$ cat src/rtl/uart_defs.sv
// Shared UART definitions: FSM state encodings common to the transmitter and
// receiver, plus the 16x oversampling constants.
package uart_defs;

    typedef enum logic [1:0] {
        ST_IDLE  = 2'h0,
        ST_START = 2'h1,
        ST_DATA  = 2'h2,
        ST_STOP  = 2'h3
    } uart_state_e;

    localparam int unsigned OVERSAMPLE  = 16;
    localparam int unsigned MID_SAMPLE  = 7;
    localparam int unsigned LAST_SAMPLE = 15;

endpackage : uart_defs

$ cat src/rtl/rx_sync.sv
// Input conditioning for the asynchronous serial line: 2-flop synchronizer
// followed by a history flop for falling-edge detection.
//   clk, reset_n : clock, async active-low reset (all flops reset to 1 = idle line)
//   i_rx         : raw serial input, asynchronous to clk
//   o_rx_sync    : synchronized line level (registered)
//   o_fall_c     : combinational one-cycle pulse on a synchronized 1->0 transition
module rx_sync (
    input  logic clk,
    input  logic reset_n,
    input  logic i_rx,
    output logic o_rx_sync,
    output logic o_fall_c
);

    logic r_meta;
    logic r_sync;
    logic r_hist;

    // Synchronizer chain plus history; resetting to 1 means no spurious edge at reset.
    always_ff @(posedge clk or negedge reset_n) begin
        if (!reset_n) begin
            r_meta <= 1'b1;
            r_sync <= 1'b1;
            r_hist <= 1'b1;
        end else begin
            r_meta <= i_rx;
            r_sync <= r_meta;
            r_hist <= r_sync;
        end
    end

    assign o_rx_sync = r_sync;
    // Only a genuine high-to-low transition starts a frame; a line stuck low never retriggers.
    assign o_fall_c  = r_hist & ~r_sync;

endmodule : rx_sync

$ cat src/rtl/receiver.sv
// UART receive engine: recovers start/data/stop frames (data LSB first) from
// the serial line using the shared 16x baud tick, sampling at mid-bit.
//   clk, reset_n     : clock, async active-low reset
//   i_baud_timer     : one-clk tick at 16x the baud rate
//   i_rx             : serial line, idles high
//   o_rx_data        : last correctly framed word, held until the next good frame
//   o_rx_valid       : one-cycle pulse, o_rx_data is new
//   o_rx_frame_err   : one-cycle pulse, stop bit sampled low and frame discarded
//   o_rx_busy        : high whenever the receiver is not idle
module receiver
    import uart_defs::*;
#(
    parameter int unsigned DATA_LENGTH = 8
) (
    input  logic                   clk,
    input  logic                   reset_n,
    input  logic                   i_baud_timer,
    input  logic                   i_rx,
    output logic [DATA_LENGTH-1:0] o_rx_data,
    output logic                   o_rx_valid,
    output logic                   o_rx_frame_err,
    output logic                   o_rx_busy
);

    localparam int unsigned CNT_W = $clog2(OVERSAMPLE);
    localparam int unsigned BIT_W = $clog2(DATA_LENGTH);

    localparam logic [CNT_W-1:0] MID_CNT  = CNT_W'(MID_SAMPLE);
    localparam logic [CNT_W-1:0] LAST_CNT = CNT_W'(LAST_SAMPLE);
    localparam logic [BIT_W-1:0] LAST_BIT = BIT_W'(DATA_LENGTH - 1);

    logic w_rx_sync;
    logic w_fall;

    uart_state_e            r_state;
    logic [CNT_W-1:0]       r_cnt;
    logic [BIT_W-1:0]       r_bit_idx;
    logic [DATA_LENGTH-1:0] r_shift;
    logic [DATA_LENGTH-1:0] r_data;
    logic                   r_valid;
    logic                   r_frame_err;
    logic                   r_busy;

    uart_state_e            w_state_nxt;
    logic [CNT_W-1:0]       w_cnt_nxt;
    logic [BIT_W-1:0]       w_bit_idx_nxt;
    logic [DATA_LENGTH-1:0] w_shift_nxt;
    logic [DATA_LENGTH-1:0] w_data_nxt;
    logic                   w_valid_nxt;
    logic                   w_frame_err_nxt;
    logic                   w_busy_nxt;

    rx_sync u_rx_sync (
        .clk       (clk),
        .reset_n   (reset_n),
        .i_rx      (i_rx),
        .o_rx_sync (w_rx_sync),
        .o_fall_c  (w_fall)
    );

    // State, counters and output registers.
    always_ff @(posedge clk or negedge reset_n) begin
        if (!reset_n) begin
            r_state     <= ST_IDLE;
            r_cnt       <= '0;
            r_bit_idx   <= '0;
            r_shift     <= '0;
            r_data      <= '0;
            r_valid     <= 1'b0;
            r_frame_err <= 1'b0;
            r_busy      <= 1'b0;
        end else begin
            r_state     <= w_state_nxt;
            r_cnt       <= w_cnt_nxt;
            r_bit_idx   <= w_bit_idx_nxt;
            r_shift     <= w_shift_nxt;
            r_data      <= w_data_nxt;
            r_valid     <= w_valid_nxt;
            r_frame_err <= w_frame_err_nxt;
            r_busy      <= w_busy_nxt;
        end
    end

    // Next-state and next-output logic; everything holds between baud ticks.
    always_comb begin
        w_state_nxt     = r_state;
        w_cnt_nxt       = r_cnt;
        w_bit_idx_nxt   = r_bit_idx;
        w_shift_nxt     = r_shift;
        w_data_nxt      = r_data;
        w_valid_nxt     = 1'b0;
        w_frame_err_nxt = 1'b0;

        case (r_state)
            ST_IDLE: begin
                w_cnt_nxt     = '0;
                w_bit_idx_nxt = '0;
                if (w_fall) begin
                    w_state_nxt = ST_START;
                end
            end

            ST_START: begin
                if (i_baud_timer) begin
                    if (r_cnt == MID_CNT) begin
                        w_cnt_nxt     = '0;
                        w_bit_idx_nxt = '0;
                        // Line back high at mid start bit: treat as a glitch.
                        w_state_nxt   = w_rx_sync ? ST_IDLE : ST_DATA;
                    end else begin
                        w_cnt_nxt = r_cnt + CNT_W'(1);
                    end
                end
            end

            ST_DATA: begin
                if (i_baud_timer) begin
                    if (r_cnt == LAST_CNT) begin
                        w_cnt_nxt   = '0;
                        // Right shift so the first bit received lands in bit 0.
                        w_shift_nxt = {w_rx_sync, r_shift[DATA_LENGTH-1:1]};
                        if (r_bit_idx == LAST_BIT) begin
                            w_state_nxt = ST_STOP;
                        end else begin
                            w_bit_idx_nxt = r_bit_idx + BIT_W'(1);
                        end
                    end else begin
                        w_cnt_nxt = r_cnt + CNT_W'(1);
                    end
                end
            end

            ST_STOP: begin
                if (i_baud_timer) begin
                    if (r_cnt == LAST_CNT) begin
                        w_cnt_nxt   = '0;
                        w_state_nxt = ST_IDLE;
                        if (w_rx_sync) begin
                            w_data_nxt  = r_shift;
                            w_valid_nxt = 1'b1;
                        end else begin
                            w_frame_err_nxt = 1'b1;
                        end
                    end else begin
                        w_cnt_nxt = r_cnt + CNT_W'(1);
                    end
                end
            end

            default: begin
                w_state_nxt   = ST_IDLE;
                w_cnt_nxt     = '0;
                w_bit_idx_nxt = '0;
            end
        endcase

        w_busy_nxt = (w_state_nxt != ST_IDLE);
    end

    assign o_rx_data      = r_data;
    assign o_rx_valid     = r_valid;
    assign o_rx_frame_err = r_frame_err;
    assign o_rx_busy      = r_busy;

endmodule : receiver

$ cat config.mk
export PLATFORM = sky130hd
export DESIGN_NAME = receiver
export DESIGN_NICKNAME = d
export VERILOG_FILES = /design/src/rtl/uart_defs.sv /design/src/rtl/rx_sync.sv /design/src/rtl/receiver.sv
export SDC_FILE = /design/constraint.sdc
export NUM_CORES = 1
export LEC_CHECK = 0
export CAP_MARGIN = 10
export CORE_MARGIN = 2
export CORE_UTILIZATION = 40
export CTS_CLUSTER_DIAMETER = 30
export DETAILED_ROUTE_END_ITERATION = 8
export PLACE_DENSITY = 0.65
export SLEW_MARGIN = 20
export SYNTH_ARGS = -nofsm -noshare
export SYNTH_HDL_FRONTEND = slang
export SYNTH_SLANG_ARGS = --single-unit
$ cat constraint.sdc
create_clock -name clk -period 4.7 [get_ports clk]
set_input_delay 0.94 -clock clk [delete_from_list [all_inputs] [get_ports clk]]
set_output_delay 0.94 -clock clk [all_outputs]
set_load 0.005 [all_outputs]
==> impl_metrics.csv <==
group,metric,value,unit
power_and_ir_drop,power.total,0.728,mW
logic_synthesis,yosys.area.top_type,"sky130_fd_sc_hd__dfrtp_1",
global_routing,grt_remaining_overflow,0,
global_routing,maximum_number_of_pins_on_one_net_before_global_route_repair,32,
die,die_h,63.5,um
hold_path,min_from,"u_rx_sync.r_meta",
worst_setup_path,sort_of_element_at_the_start_of_the_critical_path,"primary input",
clock_network,cts_tree,"built",
sta,setup_total_negative_slack,0,ns
detailed_routing,antenna_left,0,
sta,finClkSkew,0.00541,ns
detailed_routing,drt-vias-per-instance,5.17,
power_and_ir_drop,p_per_area,442,mW/mm^2
sta,worst_pin_slew,0.509,ns
detailed_routing,number_of_remaining_drc_errors,0,
detailed_routing,route.vias.total,874,
worst_setup_path,critical_path_class,"in -> reg",
flow_run,drv_cap,0,
logic_synthesis,netlist_area,0.00142,mm^2
logic_synthesis,netlist-cell-type-count,33,
layout,final_nets,129,
layout,finish.utilization,49.0,%
global_routing,first_global_vias,800,
clock_network,cts_max_level,2,
worst_setup_path,cp_data_arrival_time,2.70,ns
placement,pre_cts_ws,1.91,ns
placement,placed_cells_incl_taps,161,
worst_setup_path,setup.worst_path.start,"i_baud_timer",
detailed_routing,detail_route.wirelength,2270,um
layout,insertedDiodeCount,0,
layout,finalNonFillerCells,169,
die,design.core.area,0.00336,mm^2
placement,gp_congestion,0.826,
logic_synthesis,synthesis.area_per_instance,13.2,um^2
detailed_routing,detailedRoute.firstIterationViolations,43,
logic_synthesis,synth-edff-count,0,
sta,hold_slack,0.360,ns
clock_network,cts_inserted_buffers,5,
sta,period_minus_slack,2.48,ns
logic_synthesis,synth_seq_area_share,55.1,%
hold_path,worst_hold_path_type,"reg -> reg",
global_routing,grtUsageTotal,13.0,%
clock_network,clk-insertion-delay-late,0.32,ns
clock_network,postCtsSetupBuffers,0,
worst_setup_path,biggest_fanout_along_the_worst_timing_path,10,
detailed_routing,firstDrtPassIters,4,
logic_synthesis,synth_top_cells_by_area,"sky130_fd_sc_hd__dfrtp_1, sky130_fd_sc_hd__mux2_4, sky130_fd_sc_hd__mux2_2",
sta,fmax,403,MHz
die,floorplan.initialDensity,42.1,%
global_routing,antenna_found_initial,0,
sta,timing_max_transition_violations_final,0,
placement,dp_hpwl,1550,um
clock_network,hold_buffers,0,
sta,relative_slew_slack,66.1,%
logic_synthesis,netlist_top_cells_count,"sky130_fd_sc_hd__dfrtp_1, sky130_fd_sc_hd__mux2_2, sky130_fd_sc_hd__mux2_4, sky130_fd_sc_hd__nand3_1",
logic_synthesis,synth_cells,107,
sta,final.period_utilization,52.8,%
clock_network,ctsRootBufferMaster,"sky130_fd_sc_hd__clkbuf_4",
power_and_ir_drop,p_leak,0.738,nW
logic_synthesis,mappedNetlistNets,114,
detailed_routing,wire_per_inst,13.4,um
clock_network,cts_resized,0,
layout,layout_area_overhead,16.4,%
worst_setup_path,r2r-start,"r_cnt[0]",
layout,final_layout_size_suffix_gt1_share,25.2,%
worst_setup_path,cp_data_required_time,4.92,ns
die,design.die.area,0.00403,mm^2
clock_network,clock_tree.buffer_depth,2,
sta,report.final.hold_viol_count,0,
logic_synthesis,yosys_warnings,0,
die,ios,15,
sta,finalSetupViolations,0,
logic_synthesis,yosysTopAreaCellShare,49.5,%
layout,fillers,304,
worst_setup_path,endpoint_kind,"flop",
logic_synthesis,synth-async-reset-ratio,100,%
power_and_ir_drop,max-vdd-ir-drop,0.000146,V
placement,placed_cell_area,0.00156,mm^2
global_routing,grt_pass1_wl,3970,um
die,die_width,63.5,um
sta,finalWorstSetupSlack,2.22,ns
die,placementRows,21,
placement,buffer_ports.inserted,14,
status,outcome,"complete, no violations",
clock_network,cts_sinks,31,
logic_synthesis,yosys.cell_count.top_type,"sky130_fd_sc_hd__dfrtp_1",
logic_synthesis,ys.flop_type,"sky130_fd_sc_hd__dfrtp_1",
sta,grt_setup_unrepaired,"no",
layout,postLayoutCellArea,0.00165,mm^2
logic_synthesis,ys_seq_elements,31,
clock_network,clk_pin_slew_worst_setup_hold_paths,0.09,ns
[cells in the final DEF, fill, tap and decap left out, drive strengths merged, types with 2 or more instances in the layout]
cell	netlist	layout
dfrtp	28	28
mux2	16	16
clkdlybuf4s50	0	14
nand3	7	7
nor2	6	6
nand2	6	6
clkbuf	2	6
o211ai	3	3
ha	3	3
dfstp	3	3
and2	3	3
nand4	3	3
nor2b	2	2
a41oi	2	2
nand3b	2	2
nand4b	2	2
a21oi	2	2
[worst max-delay path, cell delays in order]
cell	delay [ns]
sky130_fd_sc_hd__clkdlybuf4s50_1	0.66
sky130_fd_sc_hd__and4_1	0.47
sky130_fd_sc_hd__and2_4	0.31
sky130_fd_sc_hd__mux2_4	0.31
[registers in the layout (all words and copies together), names as in the netlist]
name / flops
o_rx_busy: 1
o_rx_data: 8
o_rx_frame_err: 1
o_rx_valid: 1
r_bit_idx: 3
r_cnt: 4
r_shift: 8
r_state: 2
u_rx_sync.o_rx_sync: 1
u_rx_sync.r_hist: 1
u_rx_sync.r_meta: 1
[worst paths after layout]
kind                                  endpoint  slack [ns]  cells past startpoint
setup / recovery                    r_shift[5]        2.22                      4
hold / removal             u_rx_sync.o_rx_sync        0.36                      0
setup reg to reg                    r_shift[5]        2.77                      4
hold reg to reg            u_rx_sync.o_rx_sync        0.36                      0
max in group asynchronous     u_rx_sync.r_hist        3.38                      2
min in group asynchronous         r_bit_idx[1]        1.00                      2
[per-layer routing]
layer	global-route usage [%]	part of all wire, %
met1	17.6	48
met2	18.6	45
met3	3.93	4.8
met4	7.34	2.0
met5	0	0
[power by group]
group | switching [mW] | internal, mW | total [mW] | leakage, nW
Clock | 0.0872 | 0.126 | 0.213 | 0.0482
Sequential | 0.0677 | 0.302 | 0.369 | 0.390
Combinational | 0.0750 | 0.0707 | 0.146 | 0.300
Total | 0.230 | 0.498 | 0.728 | 0.738
[cell families after synthesis]
group                      Yosys count  synth area share [%]
and+or+nand+nor                     34                  14.4
DFF                                 31                  55.1
muxes                               17                  15.6
AOI/OAI and AO/OA                   13                  7.16
buffers and inverters                8                  4.51
adders and majority gates            3                  2.65
xor gates and xnor gates             1                 0.619
[cell type report]
| class | instances | area, um^2 | area share, % |
|---|---|---|---|
| repair buffers | 15 | 148 | 8.97 |
| clock inverters | 2 | 35.0 | 2.13 |
| clock buffers | 6 | 51.3 | 3.12 |
| flip-flops and latches | 31 | 779 | 47.3 |
| multi-input cells | 68 | 572 | 34.7 |
| well taps | 46 | 57.6 | 3.50 |
| inverters | 1 | 3.75 | 0.228 |
Power figures use the tool's default switching activity.
